`config.mk`:
```
export PLATFORM = sky130hd
export DESIGN_NAME = irq_ctrl
export DESIGN_NICKNAME = d
export VERILOG_FILES = /design/src/rtl/irq_ctrl.sv
export SDC_FILE = /design/constraint.sdc
export NUM_CORES = 1
export LEC_CHECK = 0
export CAP_MARGIN = 10
export CELL_PAD_IN_SITES_DETAIL_PLACEMENT = 1
export CELL_PAD_IN_SITES_GLOBAL_PLACEMENT = 2
export CORE_MARGIN = 5
export CORE_UTILIZATION = 30
export DETAILED_ROUTE_END_ITERATION = 8
export PLACE_DENSITY = 0.82
export SKIP_CTS_REPAIR_TIMING = 1
export SLEW_MARGIN = 20
export SYNTH_ARGS = -nofsm -noshare
export SYNTH_HDL_FRONTEND = slang
export SYNTH_SLANG_ARGS = --single-unit
```
`constraint.sdc`:
```
create_clock -name clk -period 2.7 [get_ports clk]
set_input_delay 0.405 -clock clk [delete_from_list [all_inputs] [get_ports clk]]
set_output_delay 0.405 -clock clk [all_outputs]
set_load 0.02 [all_outputs]
```
`src/rtl/irq_ctrl.sv`:
```
// irq_ctrl: edge-detected, masked, priority-encoded interrupt requester with compare timer
// and a small MASK/PENDING/CAUSE/TIMER_CMP register port.
module irq_ctrl #(
    parameter int NUM_SRC = 4
) (
    input  logic               clk,
    input  logic               rst_n,
    input  logic [NUM_SRC-1:0] irq_src,
    output logic               ir_out,
    input  logic               ir_taken,
    input  logic               eret,
    input  logic               wr_en,
    input  logic [1:0]         wr_addr,
    input  logic [31:0]        wr_data,
    input  logic [1:0]         rd_addr,
    output logic [31:0]        rd_data
);
    localparam int N = NUM_SRC + 1;
    typedef enum logic [1:0] {IDLE, REQ, SERVICE} state_t;
    state_t             state, state_nx;
    logic [N-1:0]       pending, pending_nx, mask, masked_q, sets;
    logic [NUM_SRC-1:0] irq_prev;
    logic [31:0]        tcmp, count;
    logic [3:0]         active_id, lowest_id;
    logic               fire, taken;
    assign fire  = (tcmp != 32'd0) && (count == tcmp);
    assign sets  = {fire, irq_src & ~irq_prev};
    assign taken = (state == REQ) && ir_taken;
    always_comb begin
        lowest_id = 4'd0;
        for (int i = N - 1; i >= 0; i--)
            if (masked_q[i]) lowest_id = 4'(i);
    end
    // set beats W1C; the taken source beats a concurrent set
    always_comb begin
        pending_nx = pending;
        if (wr_en && wr_addr == 2'd1) pending_nx = pending_nx & ~wr_data[N-1:0];
        pending_nx = pending_nx | sets;
        if (taken) pending_nx = pending_nx & ~({{(N-1){1'b0}}, 1'b1} << active_id);
    end
    always_comb begin
        state_nx = (state == IDLE && masked_q != '0) ? REQ :
                   (state == REQ && ir_taken)        ? SERVICE :
                   (state == SERVICE && eret)        ? IDLE : state;
    end
    always_ff @(posedge clk) begin
        if (!rst_n) begin
            state     <= IDLE;
            ir_out    <= 1'b0;
            rd_data   <= 32'd0;
            pending   <= '0;
            mask      <= '0;
            masked_q  <= '0;
            tcmp      <= 32'd0;
            count     <= 32'd0;
            irq_prev  <= '0;
            active_id <= 4'd0;
        end else begin
            state    <= state_nx;
            ir_out   <= (state_nx == REQ);
            pending  <= pending_nx;
            // registered view of enabled pending sources drives the IDLE decision
            masked_q <= pending & mask;
            irq_prev <= irq_src;
            if (state == IDLE && masked_q != '0) active_id <= lowest_id;
            if (wr_en && wr_addr == 2'd0) mask <= wr_data[N-1:0];
            if (wr_en && wr_addr == 2'd3) begin
                tcmp  <= wr_data;
                count <= 32'd0;
            end else begin
                count <= fire ? 32'd0 : (tcmp != 32'd0) ? count + 32'd1 : count;
            end
            rd_data <= (rd_addr == 2'd0) ? 32'(mask) :
                       (rd_addr == 2'd1) ? 32'(pending) :
                       (rd_addr == 2'd2) ? {state != IDLE, 27'd0, active_id} : tcmp;
        end
    end
endmodule
```
==> impl_metrics.csv, run 1 <==
group,metric,value,unit
die,die-height,141,um
sta,relSlewSlack,0.313,
logic_synthesis,synth_cell_type_count,40,
clock_network,cts_tree,"done",
logic_synthesis,synth_seq_cells,121,
logic_synthesis,synthesis.area,5130,um2
die,start_util,0.307,
critical_path,path_cells,"xor2_1 > nor4_1 > nand4_1 > nor3_2 > buf_12 > nor3_1",
die,die_x,141,um
routing,postRouteAntennaNets,0,
die,ios,78,
logic_synthesis,synth_top_area_share,0.472,
routing,routedWlPerCell,17.4,um
critical_path,crit_arrival,2.63,ns
routing,first_iter_violations,250,
routing,drt-pass1-iter-count,4,
die,core,16700,um2
critical_path,endpoint_kind,"register",
critical_path,critPathLaunch,"count[18]",
clock_network,numCtsBuffers,17,
clock_network,cts_sinks,121,
global_routing,grt_max_degree,50,
logic_synthesis,syn-instance-count,580,
logic_synthesis,yosysWarningCount,0,
min_path,hp-start,"mask[2]",
placement,gp_congestion,0.897,
placement,portBuffers,77,
cells_and_area,area_growth,31.4,%
clock_network,htree_levels,4,
die,dieArea,19800,um2
logic_synthesis,yosysSeqAreaShare,0.472,
global_routing,grt_util_all_layers,0.164,
cells_and_area,nNetsFinal,711,
critical_path,crit_required,2.98,ns
routing,drc_errors,0,
sta,rsz0062_at_grt,"no",
routing,wirelength,15.6,mm
logic_synthesis,async_reset_ff_frac,0,
logic_synthesis,synth_area_leaders,"dfxtp_1, xor2_1, nand2_1",
sta,max_freq,0.427,GHz
logic_synthesis,synth.most_common_cell,"dfxtp_1",
sta,max_slew.worst_pin.slew,1.02,ns
critical_path,critPathKind,"reg -> reg",
critical_path,critPathMaxFanout,21,
outcome,outcome,"finished clean",
critical_path,path_buf_inv,1,
clock_network,ctsRootBufferMaster,"clkbuf_16",
global_routing,grt_pass1_vias,4838,
sta,fin_tns_setup,0,ns
die,num_rows,47,
logic_synthesis,synth_ff_type,"dfxtp_1",
clock_network,clockBufferDepth,2,
logic_synthesis,yosysTopAreaCell,"dfxtp_1",
sta,slew_violations,0,
sta,hold_viol,0,
placement,dpl.cell_count,863,
global_routing,grt_pass1_wl,25.6,mm
logic_synthesis,synth_area_per_cell,8.84,um2
critical_path,critical-path-max-stage-delay,0.80,ns
clock_network,worstSkewPairLatency,0.42,ns
critical_path,start_kind,"register",
logic_synthesis,syn-num-nets,629,
cells_and_area,diodes,0,
critical_path,path_delay_family,"simple AND/OR/NAND/NOR gates",
pwr,powerDensity,651,nW/um2
logic_synthesis,synthTopCellsByCount,"dfxtp_1, nand2_1, a21oi_1, xor2_1, and2_1",
sta,fin_crit_sh,0.868,
sta,clock_skew,0.00648,ns
placement,place_hpwl,11.3,mm
cells_and_area,finalInstanceArea,6740,um2
global_routing,overflow,0,
critical_path,critPathSlowestCell,"nor3_2",
logic_synthesis,synth_edf_count,0,
cells_and_area,finalNonFillerCells,894,
min_path,min_path_type,"reg -> reg",
critical_path,timing.rr.start,"count[18]",
sta,fin_crit,2.34,ns
global_routing,antenna_found_initial,0,
pwr,p_leak,0.00254,uW
pwr,ir_drop,0.506,mV
clock_network,cts.clk_slew.worst_paths,0.05,ns
flow_run,maxCapViolCount,0,
sta,setup_viol,0,
placement,dpl-instance-area,6200,um2
cells_and_area,drive_gt1_frac,0.0831,
routing,viasPerCell,5.03,
routing,vias,4498,
## cell usage in the layout, fill, tap and decap left out, types with 7 or more instances in the layout
cell             count
dfxtp_1            121
clkbuf_16           17
nand4_1              9
nor3_1              17
or4_1               13
o31ai_1             14
xor2_1              46
o21ai_0             13
nand2_1             92
nor4_1              17
a21oi_1             46
buf_4               17
clkdlybuf4s50_1     77
and3_1               7
a211oi_1            16
nor2_1              30
inv_1                7
and2_1              33
nand3_1              7
mux2i_1             12
## through the flow
stage / power (uW) / worst slack (ns) / hold WS (ns) / utilization
5_1_grt: 4570 / 0.117 / 0.530 / 0.404
3_3_place_gp: 2330 / 0.417 / 0.491 / 0.371
2_1_floorplan: 2120 / 0.800 / 0.468 / -
3_5_place_dp: 2340 / 0.288 / 0.496 / 0.371
4_1_cts: 4450 / 0.276 / 0.509 / 0.404
6_report: 4390 / 0.357 / 0.509 / 0.404
## flip-flops by register name, summed over array words and instances (netlist names)
signal     flops
active_id      3
count         32
ir_out         1
irq_prev       4
mask           5
masked_q       5
pending        5
rd_data       32
state          2
tcmp          32
## final cells by class
cell class / count / area, um2
sequential: 121 / 2420
clock buffer: 22 / 464
multi-input combinational: 420 / 2560
tap: 220 / 275
timing repair buffer: 95 / 918
inverter: 7 / 26.3
fill: 1989 / 9960
clock inverter: 9 / 75.1
## routing by layer
| metal | wire (um) | track usage | part of all wire |
|---|---|---|---|
| met1 | 7070 | 0.201 | 0.45 |
| met2 | 7430 | 0.272 | 0.48 |
| met3 | 754 | 0.0474 | 0.048 |
| met4 | 346 | 0.0602 | 0.022 |
| met5 | 0 | 0 | 0 |
## worst paths after layout
check	cells past startpoint	end	slack [ns]
hold / removal	1	masked_q[2]	0.51
hold reg to reg	1	masked_q[2]	0.51
setup / recovery	6	count[26]	0.36
setup reg to reg	6	count[26]	0.36
## where the power goes
| part | switching (uW) | internal (uW) |
|---|---|---|
| Clock | 792 | 1290 |
| Combinational | 233 | 184 |
| Sequential | 48.4 | 1830 |
## cell families (layout without fill, tap and decap cells)
family	count (synthesis)	after routing	synth area share
multiplexers	12	12	0.0234
adder cells (fa/ha/maj)	4	4	0.00976
AO/OA/AOI/OAI	110	110	0.138
XOR/XNOR	46	46	0.0786
flip-flops	121	121	0.472
AND/OR/NAND/NOR	248	248	0.249
buffers and inverters	39	133	0.0295
No activity file was read; power rests on OpenSTA's default activity.
==> run 2: changes to the inputs <==
--- a/config.mk
+++ b/config.mk
@@ -11,7 +11,8 @@
 export CORE_MARGIN = 5
 export CORE_UTILIZATION = 30
 export DETAILED_ROUTE_END_ITERATION = 8
-export PLACE_DENSITY = 0.82
+export DONT_BUFFER_PORTS = 1
+export PLACE_DENSITY = 0.72
 export SKIP_CTS_REPAIR_TIMING = 1
 export SLEW_MARGIN = 20
 export SYNTH_ARGS = -nofsm -noshare
==> run 2 against run 1 <==
  * Count of clock-buffer cells in the layout decreased by 1
  * Global-route usage fell by 0.44 points
  * Final area fell by 10%
  * Largest cell class unchanged
  * Sequential share of layout area increased by 4.1 points
  * Clock power rose by 16%
  * Utilization is 4.1 points lower
  * Sequential power about the same
  * Register-to-register slack improved by 0.09 ns
  * Total power is 5.8% higher
  * Non-clock buffer count down 77
  * Hold slack lost 0.40 ns
  * Clock skew rose by 0.00076 ns
==> impl_metrics.csv, run 2 (synthesis results as in run 1) <==
group,metric,value,unit
sta,slew_violations,0,
cells_and_area,area_growth,18.1,%
pwr,power_frac_clock,0.524,
global_routing,grt_pass1_wl,24.7,mm
clock_network,ctsRootBufferMaster,"clkbuf_16",
pwr,ir_drop,0.489,mV
cells_and_area,multiInputGateArea,2560,um2
die,core,16700,um2
pwr,p_leak,0.00229,uW
sta,fin_crit,2.26,ns
pwr,p_int,3560,uW
critical_path,critical-path-max-stage-delay,0.63,ns
critical_path,endpoint_kind,"register",
min_path,hp-start,"irq_src[2]",
critical_path,start_kind,"register",
clock_network,clockBufferDepth,2,
sta,fin_crit_sh,0.836,
clock_network,cts.clk_slew.worst_paths,0.06,ns
outcome,outcome,"finished clean",
routing,viasPerCell,5.14,
cells_and_area,finalNonFillerCells,818,
cells_and_area,layout_common_cells,"dfxtp_1, nand2_1, a21oi_1, xor2_1, and2_1",
global_routing,antenna_found_initial,0,
routing,first_iter_violations,287,
cells_and_area,final_util,0.363,
routing,drt-pass1-iter-count,4,
critical_path,path_delay_family,"simple AND/OR/NAND/NOR gates",
critical_path,critPathMaxFanout,9,
critical_path,critPathLaunch,"count[7]",
sta,fin_tns_setup,0,ns
critical_path,path_buf_inv,0,
sta,rsz0062_at_grt,"no",
pwr,power,4640,uW
clock_network,cts_sinks,121,
global_routing,grt_max_degree,33,
clock_network,numCtsBuffers,17,
routing,routedWlPerCell,18.6,um
clock_network,cts_tree,"done",
sta,max_slew.worst_pin.slew,0.598,ns
sta,timing.hold.ws,0.105,ns
pwr,powerDensity,767,nW/um2
placement,portBuffers,0,
critical_path,r2r_setup_slack,0.44,ns
global_routing,grt_pass1_vias,4457,
placement,place_hpwl,10.9,mm
clock_network,htree_levels,4,
min_path,min_path_type,"in -> reg",
die,start_util,0.307,
cells_and_area,top_regs,"count x32, rd_data x32, tcmp x32",
die,die-height,141,um
global_routing,grt_util_all_layers,0.159,
routing,drc_errors,0,
critical_path,critPathSlowestCell,"nor4_4",
critical_path,timing.rr.start,"count[7]",
flow_run,maxCapViolCount,0,
routing,postRouteAntennaNets,0,
global_routing,overflow,0,
critical_path,crit_required,3.04,ns
cells_and_area,final_common_cell,"dfxtp_1",
routing,wirelength,15.2,mm
pwr,power_frac_comb,0.068,
sta,max_freq,0.443,GHz
sta,hold_viol,0,
pwr,p_sw,1080,uW
die,die_x,141,um
clock_network,worstSkewPairLatency,0.42,ns
sta,setup_viol,0,
critical_path,critPathKind,"reg -> reg",
die,ios,78,
die,num_rows,47,
pwr,swShare,0.233,
sta,clock_skew,0.00723,ns
placement,gp_congestion,0.801,
cells_and_area,nNetsFinal,634,
routing,vias,4204,
cells_and_area,drive_gt1_frac,0.0987,
critical_path,crit_arrival,2.59,ns
placement,dpl.cell_count,786,
cells_and_area,fill_cells,1947,
pwr,sequentialPowerShare,0.408,
critical_path,path_cells,"nand4_4 > nor4_4 > nand4_1 > or4_1 > a211oi_2",
sta,relSlewSlack,0.598,
cells_and_area,diodes,0,
cells_and_area,ff_latch_area,2420,um2
die,dieArea,19800,um2
## run 2: changes by cell type in the layout (fill, tap and decap cells not counted)
| cell | delta |
|---|---|
| buf_12 | -1 |
| clkdlybuf4s50_1 | -77 |
| buf_4 | +1 |
| bufinv_16 | +3 |
| inv_6 | +1 |
| clkbuf_1 | -2 |
| clkinv_4 | +1 |
| clkinv_2 | -3 |
| clkbuf_8 | +1 |
## run 2: final timing paths
kind | endpoint | cells past startpoint
worst max-delay path | count[25] | 5
worst max register to register | count[25] | 5
worst min-delay path | irq_prev[2] | 1
worst min register to register | masked_q[1] | 1
## run 2: cell type report
class / count / area share
Clock buffer: 21 / 0.0777
Inverter: 7 / 0.00434
Sequential cell: 121 / 0.400
Multi-Input combinational cell: 420 / 0.423
Timing Repair Buffer: 18 / 0.0223
Clock inverter: 11 / 0.0277
Tap cell: 220 / 0.0454
## run 2: power by group through the flow
stage | combinational, uW | sequential (uW) | clock (uW)
after floorplan | 212 | 1910 | 0
final | 318 | 1890 | 2430
after CTS | 321 | 1890 | 2480
after detailed placement | 318 | 1930 | 0
after global routing | 354 | 1900 | 2570
after global placement | 310 | 1930 | 0
## run 2: metal layers
metal,up-vias,global-route usage,routed length (um),share of wire
li1,2059,-,-,-
met3,24,0.0474,775,0.051
met4,0,0.0586,271,0.018
met5,-,0,0,0
met2,98,0.255,7120,0.47
met1,2023,0.203,7080,0.46
## run 2: through the flow
step                instance area, um2  setup WS [ns]
floorplan                         5130          0.800
global placement                  5420          0.573
detailed placement                5420          0.461
CTS                               6060          0.430
global route                      6060          0.289
finish                            6060          0.444
==> run 3: changes to the inputs <==
==> constraint.sdc (replaced) <==
create_clock -name clk -period 2.34 [get_ports clk]
set_input_delay 0.351 -clock clk [delete_from_list [all_inputs] [get_ports clk]]
set_output_delay 0.351 -clock clk [all_outputs]
set_load 0.02 [all_outputs]
==> run 3 against run 2 <==
  * Hold slack got worse by 0.057 ns
  * Utilization increased by 0.75 points
  * Total power increased by 18%
  * First-iteration DRC count decreased by 30%
  * Global-route usage increased by 0.76 points
  * Critical endpoint is now count[14]
  * Largest power group unchanged
  * Highest routed layer unchanged
==> impl_metrics.csv, run 3 (synthesis results as in run 1) <==
group,metric,value,unit
outcome,outcome,"finished clean",
pwr,sequentialPowerShare,0.400,
placement,dpl.cell_count,797,
clock_network,clockBufferDepth,2,
placement,portBuffers,0,
cells_and_area,final_common_cell,"dfxtp_1",
cells_and_area,area_growth,20.5,%
pwr,p_leak,0.00236,uW
sta,rsz0062_at_grt,"no",
routing,wirelength,15.9,mm
clock_network,cts.clk_slew.worst_paths,0.06,ns
clock_network,htree_levels,4,
pwr,power_frac_comb,0.071,
sta,fin_tns_setup,0,ns
clock_network,worstSkewPairLatency,0.42,ns
global_routing,grt_util_all_layers,0.167,
routing,postRouteAntennaNets,0,
die,core,16700,um2
die,ios,78,
clock_network,ctsRootBufferMaster,"clkbuf_16",
global_routing,grt_pass1_vias,4674,
clock_network,cts_tree,"done",
min_path,min_path_type,"in -> reg",
critical_path,endpoint_kind,"register",
critical_path,path_cells,"xor2_1 > nor4_1 > nand4_1 > nor3_4 > buf_12 > a211oi_1",
pwr,swShare,0.232,
sta,fin_crit,2.15,ns
global_routing,grt_max_degree,33,
cells_and_area,top_regs,"count x32, rd_data x32, tcmp x32",
die,start_util,0.307,
pwr,ir_drop,0.593,mV
pwr,power_frac_clock,0.529,
sta,max_slew.worst_pin.slew,0.724,ns
placement,place_hpwl,11.3,mm
global_routing,grt_pass1_wl,26.0,mm
cells_and_area,layout_common_cells,"dfxtp_1, nand2_1, a21oi_1, xor2_1, and2_1",
global_routing,overflow,0,
critical_path,path_buf_inv,1,
critical_path,critPathSlowestCell,"nor3_4",
die,die-height,141,um
flow_run,maxCapViolCount,0,
critical_path,critPathMaxFanout,23,
cells_and_area,fill_cells,1960,
critical_path,critPathKind,"reg -> reg",
clock_network,cts_sinks,121,
routing,first_iter_violations,201,
sta,fin_crit_sh,0.919,
routing,viasPerCell,5.19,
critical_path,critical-path-max-stage-delay,0.54,ns
placement,gp_congestion,0.857,
routing,drt-pass1-iter-count,6,
routing,vias,4300,
pwr,p_int,4190,uW
cells_and_area,finalNonFillerCells,828,
pwr,power,5470,uW
critical_path,crit_required,2.62,ns
die,num_rows,47,
die,die_x,141,um
die,dieArea,19800,um2
global_routing,antenna_found_initial,0,
pwr,p_sw,1270,uW
routing,drc_errors,0,
sta,clock_skew,0.00733,ns
routing,routedWlPerCell,19.2,um
critical_path,start_kind,"register",
clock_network,numCtsBuffers,17,
cells_and_area,drive_gt1_frac,0.115,
sta,setup_viol,0,
critical_path,path_delay_family,"simple AND/OR/NAND/NOR gates",
cells_and_area,diodes,0,
pwr,powerDensity,884,nW/um2
cells_and_area,nNetsFinal,645,
sta,max_freq,0.465,GHz
sta,hold_viol,0,
sta,slew_violations,0,
sta,relSlewSlack,0.517,
critical_path,crit_arrival,2.43,ns
[run 3: path summary, 6_finish.rpt]
path         startpoint         to  depth (start not counted)  slack (ns)
min reg2reg    tcmp[13]   tcmp[13]                          2        0.51
min            ir_taken     ir_out                          1        0.05
max            tcmp[22]  count[14]                          6        0.19
max reg2reg    tcmp[22]  count[14]                          6        0.19
[run 3: area by class of cell]
type / instances / area (um2) / share of cell area
multi-input combinational: 420 / 2570 / 0.415
sequential: 121 / 2420 / 0.392
clock buffer: 19 / 453 / 0.0733
tap: 220 / 275 / 0.0445
timing repair buffer: 29 / 243 / 0.0393
clock inverter: 12 / 196 / 0.0318
inverter: 7 / 26.3 / 0.00425
[run 3: metal layers]
metal	vias up	routed length, um	GRT usage
met5	-	0	0
met4	0	248	0.0561
met3	18	768	0.0545
met2	87	7610	0.273
met1	2115	7270	0.207
li1	2080	-	-
[run 3: through the flow]
| step | hold slack, ns | setup WS [ns] | instance area [um2] | utilization |
|---|---|---|---|---|
| 2_1_floorplan | 0.468 | 0.440 | 5130 | - |
| 3_3_place_gp | 0.476 | 0.0742 | 5530 | 0.331 |
| 3_5_place_dp | 0.476 | -0.00860 | 5530 | 0.331 |
| 4_1_cts | 0.0375 | -0.0186 | 6180 | 0.370 |
| 5_1_grt | 0.0295 | 0.0477 | 6180 | 0.370 |
| 6_report | 0.0480 | 0.190 | 6180 | 0.370 |
[run 3: power by group through the flow]
| stage | registers (uW) | clock network, uW | logic, uW |
|---|---|---|---|
| floorplan | 2210 | 0 | 245 |
| global placement | 2230 | 0 | 374 |
| detailed placement | 2230 | 0 | 380 |
| CTS | 2180 | 2950 | 385 |
| global route | 2190 | 3060 | 428 |
| finish | 2180 | 2890 | 390 |
